===== src/rtl/iter_shifter_pkg.sv =====
// Shared constants for the iterative shifter: operation codes and FSM encoding.
package iter_shifter_pkg;

  // Operation codes carried on in_type; codes 5..7 are treated as sll.
  localparam logic [2:0] SH_SRL = 3'd0;
  localparam logic [2:0] SH_SLL = 3'd1;
  localparam logic [2:0] SH_SRA = 3'd2;
  localparam logic [2:0] SH_ROL = 3'd3;
  localparam logic [2:0] SH_ROR = 3'd4;

  typedef enum logic [1:0] {
    ST_IDLE  = 2'd0,
    ST_SHIFT = 2'd1,
    ST_DONE  = 2'd2
  } state_e;

endpackage


===== src/rtl/iter_shifter_shift_step.sv =====
// One partial shift of 0..STEP positions in any of the supported modes.
// Right-going modes shift a double-width word {fill, op} right and keep the
// low half; left-going modes shift {op, fill} left and keep the high half.
// The fill half is zeros, the replicated sign bit, or the operand itself
// for rotates.
module shift_step
  import iter_shifter_pkg::*;
#(
  parameter int XLEN = 32,
  parameter int STEP = 1,
  localparam int AW = $clog2(STEP) + 1
) (
  input  logic [XLEN-1:0] op_i,
  input  logic [AW-1:0]   amt_i,
  input  logic [2:0]      mode_i,
  input  logic            sign_i,
  output logic [XLEN-1:0] res_o
);

  logic [2*XLEN-1:0] wide;
  logic [XLEN-1:0]   fill;

  // Select the fill half for the mode, then take the relevant half of the shifted word.
  always_comb begin
    fill  = '0;
    wide  = '0;
    res_o = op_i;
    case (mode_i)
      SH_SRL, SH_SRA, SH_ROR: begin
        if (mode_i == SH_SRA) begin
          fill = {XLEN{sign_i}};
        end else if (mode_i == SH_ROR) begin
          fill = op_i;
        end
        wide  = {fill, op_i} >> amt_i;
        res_o = wide[XLEN-1:0];
      end
      default: begin
        // sll, rol and the unused codes 5..7 (which behave as sll)
        if (mode_i == SH_ROL) begin
          fill = op_i;
        end
        wide  = {op_i, fill} << amt_i;
        res_o = wide[2*XLEN-1:XLEN];
      end
    endcase
  end

endmodule


===== src/rtl/iter_shifter.sv =====
// Multi-cycle shifter: shifts/rotates an XLEN-bit operand by up to XLEN-1
// positions, at most STEP bits per cycle, with valid/ready on both sides.
//
// state    | meaning
// ---------+-------------------------------------------------------------
// ST_IDLE  | in_ready high; accept latches operand, amount, type, sign
// ST_SHIFT | rem counts down by min(STEP, rem) per cycle; rem==0 -> DONE
// ST_DONE  | out_valid high, out_r held; out_ready returns to IDLE
//
// flush forces IDLE from any state; working registers may keep stale data.
module iter_shifter
  import iter_shifter_pkg::*;
#(
  parameter int XLEN = 32,
  parameter int STEP = 1,
  localparam int SHW = $clog2(XLEN)
) (
  input  logic            clk,
  input  logic            rst_n,
  input  logic            flush,
  input  logic            in_valid,
  output logic            in_ready,
  input  logic [XLEN-1:0] in_a,
  input  logic [SHW-1:0]  in_shamt,
  input  logic [2:0]      in_type,
  output logic            out_valid,
  input  logic            out_ready,
  output logic [XLEN-1:0] out_r
);

  localparam int AW = $clog2(STEP) + 1;

  state_e          state_q, state_d;
  logic [XLEN-1:0] work_q, work_d;
  logic [SHW-1:0]  rem_q, rem_d;
  logic [2:0]      type_q, type_d;
  logic            sign_q, sign_d;

  logic [AW-1:0]   step_amt;
  logic [XLEN-1:0] step_res;

  // This cycle's shift: whatever remains, capped at STEP.
  assign step_amt = (rem_q < SHW'(STEP)) ? rem_q[AW-1:0] : AW'(STEP);

  shift_step #(
    .XLEN (XLEN),
    .STEP (STEP)
  ) u_step (
    .op_i   (work_q),
    .amt_i  (step_amt),
    .mode_i (type_q),
    .sign_i (sign_q),
    .res_o  (step_res)
  );

  // Next-state and datapath update; flush overrides every transition.
  always_comb begin
    state_d = state_q;
    work_d  = work_q;
    rem_d   = rem_q;
    type_d  = type_q;
    sign_d  = sign_q;
    case (state_q)
      ST_IDLE: begin
        if (in_valid) begin
          work_d  = in_a;
          rem_d   = in_shamt;
          type_d  = in_type;
          sign_d  = in_a[XLEN-1];
          state_d = ST_SHIFT;
        end
      end
      ST_SHIFT: begin
        if (rem_q == '0) begin
          state_d = ST_DONE;
        end else begin
          work_d = step_res;
          rem_d  = rem_q - SHW'(step_amt);
        end
      end
      ST_DONE: begin
        if (out_ready) begin
          state_d = ST_IDLE;
        end
      end
      default: state_d = ST_IDLE;
    endcase
    if (flush) begin
      state_d = ST_IDLE;
    end
  end

  // State and working registers, cleared asynchronously.
  always_ff @(posedge clk or negedge rst_n) begin
    if (!rst_n) begin
      state_q <= ST_IDLE;
      work_q  <= '0;
      rem_q   <= '0;
      type_q  <= '0;
      sign_q  <= 1'b0;
    end else begin
      state_q <= state_d;
      work_q  <= work_d;
      rem_q   <= rem_d;
      type_q  <= type_d;
      sign_q  <= sign_d;
    end
  end

  assign in_ready  = (state_q == ST_IDLE);
  assign out_valid = (state_q == ST_DONE);
  assign out_r     = work_q;

endmodule


===== config.mk =====
export PLATFORM = sky130hd
export DESIGN_NAME = iter_shifter
export DESIGN_NICKNAME = d
export VERILOG_FILES = /design/src/rtl/iter_shifter_pkg.sv /design/src/rtl/iter_shifter_shift_step.sv /design/src/rtl/iter_shifter.sv
export SDC_FILE = /design/constraint.sdc
export NUM_CORES = 1
export LEC_CHECK = 0
export CORE_MARGIN = 2
export CORE_UTILIZATION = 53
export CTS_BUF_LIST = sky130_fd_sc_hd__clkbuf_16
export CTS_CLUSTER_DIAMETER = 30
export DETAILED_ROUTE_END_ITERATION = 8
export PLACE_DENSITY = 0.86
export SETUP_SLACK_MARGIN = 0.5
export SLEW_MARGIN = 40
export SYNTH_ARGS = -nofsm -noshare
export SYNTH_HDL_FRONTEND = slang
export SYNTH_SLANG_ARGS = --single-unit
export TNS_END_PERCENT = 50

===== constraint.sdc =====
create_clock -name clk -period 4.1 [get_ports clk]
set_clock_uncertainty 0.2 [all_clocks]
set_input_delay 0.82 -clock clk [delete_from_list [all_inputs] [get_ports clk]]
set_output_delay 0.82 -clock clk [all_outputs]
set_load 0.005 [all_outputs]

==> impl_metrics.ini, run 1 <==
[yosys]
synth.top_cells.by_area = dfrtp_1 (37%), a221o_1 (11%), mux2_4 (10%)
synth-seq-cells = 43
netlist_area_um2 = 2947
yosysUniqueCellTypes = 40
synth.avg_cell_area_um2 = 10.45
synth_nets = 328
synth_top_area_share_pct = 36.52
synth_flop_cell = dfrtp_1
yosysSeqAreaShare_pct = 36.52
synthCells = 282
synth-edff-count = 0
synth_top_area_cell = dfrtp_1
asyncSetResetFlopFracSynth_pct = 100.0
ys_warn_count = 0

[routing]
routed_wl_um = 7209
dr.max_layer_used = met4
dr_wl_met3_um = 440
drt_iter0_markers = 200
vias_per_cell = 6.114
vias = 2568
met2WireLength_um = 3481
drc = 0
wl_met1_um = 3223
detail-route-antenna-nets = 0
wl_per_cell_um = 17.16
first_pass_iters = 4

[cells_and_area]
diodes = 0
mostFrequentLayoutCells = clkdlybuf4s50_1 (76), dfrtp_1 (43), nand2b_1 (34), a21oi_1 (34), a221o_1 (33)
area_growth_pct = 30.79
fillers = 416
layout.nets = 393
final_common_cell = clkdlybuf4s50_1
drive_above_1_share_pct = 15.52

[clock_tree]
cts.repair.resized = 0
cts_tree = done
cts_inserted_buffers = 5
htree_levels = 2
clk_latency_ps = 280
hold_buffers = 0
post_cts_buffers = 0
clock_path_buffers = 2
cts.clk_slew.worst_paths_ps = 60
root_buffer = clkbuf_16
clock-sinks = 43

[timing]
slew_headroom_pct = 53.68
holdWs_ps = 326.7
slew_violations = 0
tns_ps = 0
rsz0062_at_grt = no
setup_viol = 0
finalHoldViolCount = 0
period_minus_slack_ps = 3043
worst_pin_slew_ps = 694.8
period_share_pct = 74.21
fmax_ghz = 0.3287

[floorplanning]
core_area_um2 = 5439
fp-row-count = 27
dieArea_um2 = 6172
io_pins = 79
die_x_um = 78.56
fp.dieH_um = 78.56
start_util_pct = 54.18

[worst_setup_path]
slowest_stage = dfrtp_1
critical_path_class = reg -> out
r2r-start = state_q[0]
critPathMaxStageDelay_ps = 790
cp_top_family = buffers and inverters
crit_start = state_q[0]
critPathMaxFanout = 23
crit_chain = buf_4, nor2_1, clkdlybuf4s50_1
critical_path_arrival_ps = 2020
startpoint_type = flop
path_buf_inv = 2
cp-end-kind = primary output
worstPathRequired_ps = 3080

[power]
p_leak_nw = 1.605
power.density_nw_per_um2 = 492.0
irDropWorstVdd_v = 0.0002901

[outcome]
status = complete, no violations

[grt]
antenna_found_initial = 0
grt_pass1_vias = 2513
track_usage_pct = 23.63
grt_max_degree = 44
grt_overflow = 0
grt_pass1_wl_um = 11730

[placement]
port_buffers = 78
gp_congestion = 0.8157
place_hpwl_um = 4645

[flow_run]
maxCapViolCount = 0

[min_path]
holdCritPathClass = in -> async
[cell type report]
cell class                      instances  area, um2  share of cell area [%]
Clock buffer                            5      125.1                   3.247
Clock inverter                          3      12.51                  0.3247
Tap cell                               72      90.09                   2.338
Sequential cell                        43       1076                   27.92
Inverter                                4      15.01                  0.3896
Multi-Input combinational cell        209       1717                   44.55
Timing Repair Buffer                   84      818.3                   21.23
[report_power, final]
group	switching [mW]	internal [mW]
Sequential	0.181	0.544
Combinational	0.283	0.515
Clock	0.153	0.220
Total	0.618	1.28
[synth_stat cells, drive strengths merged (2+ instances only)]
library cell,n
mux2,34
nand3,2
a21o,3
inv,4
nand3b,32
clkbuf,13
dfrtp,43
a221o,33
nor4,2
nand2b,34
nor2b,5
buf,13
nor2,7
a21oi,35
mux2i,2
[flip-flops by register name, indices dropped and copies added (netlist names)]
signal	cells
sign_q	1
state_q	2
type_q	3
rem_q	5
out_r	32
[worst register-to-register path: stages (launching register included)]
cell and delay, ps:
dfrtp_1 790, nand2b_1 250, a21oi_4 520, buf_4 280, a221o_1 170
[metal layers]
metal	track usage, %	up-vias
li1	-	1202
met1	30.79	1255
met2	39.66	102
met3	5.057	9
met4	6.667	0
met5	0	-
[worst paths after layout]
| check | to | slack [ps] | cells past startpoint |
|---|---|---|---|
| worst max register to register | out_r[14] | 1820 | 4 |
| worst min register to register | sign_q | 340 | 1 |
| min in group clk | sign_q | 340 | 1 |
| max in group asynchronous | rem_q[1] | 3000 | 1 |
| worst min-delay path | out_r[12] | 330 | 1 |
| worst max-delay path | in_ready | 1060 | 3 |
[cell families (layout without fill, tap and decap cells)]
kind of cell / count (synthesis) / count (layout) / share of synthesized area, %
compound gates: 80 / 80 / 20.55
fa+ha+maj: 1 / 1 / 0.4246
buf+inv: 30 / 96 / 5.520
flops: 43 / 43 / 36.52
mux: 36 / 36 / 16.22
simple gates: 92 / 92 / 20.76
[stage by stage]
stage	power [mW]	cell area, um2	setup slack, ps	util (%)	cells
floorplan	1.187	2947	1942	-	282
global placement	1.483	3705	1383	68.12	412
detailed placement	1.518	3716	1365	68.32	412
CTS	1.896	3854	1052	70.85	420
global route	2.004	3854	916.8	70.85	420
finish	1.896	3854	1057	70.85	420
No activity file was read; power rests on OpenSTA's default activity.
==> run 2, diff against run 1 <==
Settings changed: CORE_UTILIZATION 53 to 49, PLACE_DENSITY 0.86 to 0.81.
Clock period 4.1 ns to 3 ns, I/O delays scaled along.
==> impl_metrics.ini, run 2 (synthesized netlist as in run 1, its figures left out) <==
[outcome]
status = complete, no violations

[power]
p_total_mw = 2.570
power.density_nw_per_um2 = 666.5
p_leak_nw = 1.604
net-switching-power_mw = 0.8247
p_clk_share_pct = 19.8
p_int_mw = 1.745
irDropWorstVdd_v = 0.0004094
switching_share_pct = 32.09
seq_power_share_pct = 37.9
power_frac_comb_pct = 42.3

[cells_and_area]
drive_above_1_share_pct = 15.47
largest_reg_flops = 32
layoutNonFillerInstCount = 424
final_util_pct = 65.91
layout.nets = 394
diodes = 0
fillers = 445
final_common_cell = clkdlybuf4s50_1
area_growth_pct = 30.87
mostFrequentLayoutCells = clkdlybuf4s50_1 (76), dfrtp_1 (42), nand2b_1 (34), a21oi_1 (34), a221o_1 (33)

[flow_run]
maxCapViolCount = 0

[timing]
worst_pin_slew_ps = 562.0
slew_headroom_pct = 62.53
slew_violations = 0
rsz0062_at_grt = no
fmax_ghz = 0.4193
period_share_pct = 79.49
tns_ps = 0
setup_viol = 0
finalHoldViolCount = 0
period_minus_slack_ps = 2385

[floorplanning]
dieArea_um2 = 6650
core_area_um2 = 5851
die_x_um = 81.55
fp-row-count = 28
fp.dieH_um = 81.55
start_util_pct = 50.36
io_pins = 79

[placement]
place_inst = 416
port_buffers = 78
place_hpwl_um = 4798
gp_congestion = 0.7737

[worst_setup_path]
cp_top_family = buffers and inverters
critPathMaxFanout = 22
path_buf_inv = 2
critPathMaxStageDelay_ps = 530
worstPathRequired_ps = 2200
cp-end-kind = primary output
reg2reg_depth = 4
crit_chain = buf_4, nor2b_1, clkdlybuf4s50_1
critical_path_arrival_ps = 1580
cp.depth = 3
startpoint_type = flop
slowest_stage = clkdlybuf4s50_1
critical_path_class = reg -> out

[clock_tree]
clock-sinks = 43
cts_tree = done
cts_inserted_buffers = 5
root_buffer = clkbuf_16
clock_path_buffers = 2
htree_levels = 2
clk_latency_ps = 280
cts.clk_slew.worst_paths_ps = 60

[grt]
track_usage_pct = 23.10
grt_pass1_vias = 2492
grt_pass1_wl_um = 11990
antenna_found_initial = 0
grt_max_degree = 55
grt_overflow = 0

[routing]
drt_iter0_markers = 212
vias_per_cell = 5.967
first_pass_iters = 4
drc = 0
vias = 2530
routed_wl_um = 7252
wl_per_cell_um = 17.10
detail-route-antenna-nets = 0

[min_path]
holdCritPathClass = in -> async
==> run 2: worst register-to-register path, cell delays in order, from the launching register on <==
cell	delay [ps]
dfrtp_1	420
nor4_1	460
a21o_1	510
buf_4	350
a221o_1	200
==> run 2: metal layers <==
metal	track usage [%]	routed length [um]
met3	4.396	507
met5	0	0
met4	5.085	40
met1	31.12	3191
met2	38.61	3512
==> run 2: path summary, 6_finish.rpt <==
check	from	endpoint	slack, ps
worst max-delay path	state_q[0]	out_valid	620
worst min-delay path	rst_n	out_r[18]	110
worst max register to register	rem_q[4]	out_r[12]	800
worst min register to register	sign_q	sign_q	310
max in group asynchronous	rst_n	state_q[1]	2070
min in group clk	sign_q	sign_q	310
==> run 2: power groups by stage <==
stage	sequential, mW	combinational [mW]	clock [mW]
3_3_place_gp	0.974	1.06	0
4_1_cts	0.972	1.10	0.524
6_report	0.973	1.09	0.509
2_1_floorplan	0.929	0.693	0
3_5_place_dp	0.980	1.09	0
5_1_grt	1.01	1.19	0.544
==> run 2: cell type report <==
class                           instances  area [um2]  area share (%)
Tap cell                               75       93.84           2.433
Clock buffer                            5       125.1           3.245
Timing Repair Buffer                   85       825.8           21.41
Sequential cell                        43        1077           27.94
Clock inverter                          3       11.26          0.2920
Inverter                                4       15.01          0.3894
Multi-Input combinational cell        209        1708           44.29
==> run 2: timing repair <==
item | CTS | global route
gates resized for setup | 1 | 0
endpoints found under the setup margin | 1 | 0
hold buffers | 0 | 0
buffers inserted | 0 | 0
hold endpoints to repair | 0 | 0
==> run 2: per-stage QoR <==
| step | cell area [um2] | hold WS (ps) | setup WS [ps] |
|---|---|---|---|
| after CTS | 3856 | 136.0 | 606.3 |
| after detailed placement | 3719 | 303.2 | 770.2 |
| after floorplan | 2947 | 104.4 | 1062 |
| after global placement | 3716 | 301.5 | 830.9 |
| final | 3856 | 110.9 | 615.2 |
| after global routing | 3856 | 159.9 | 510.1 |
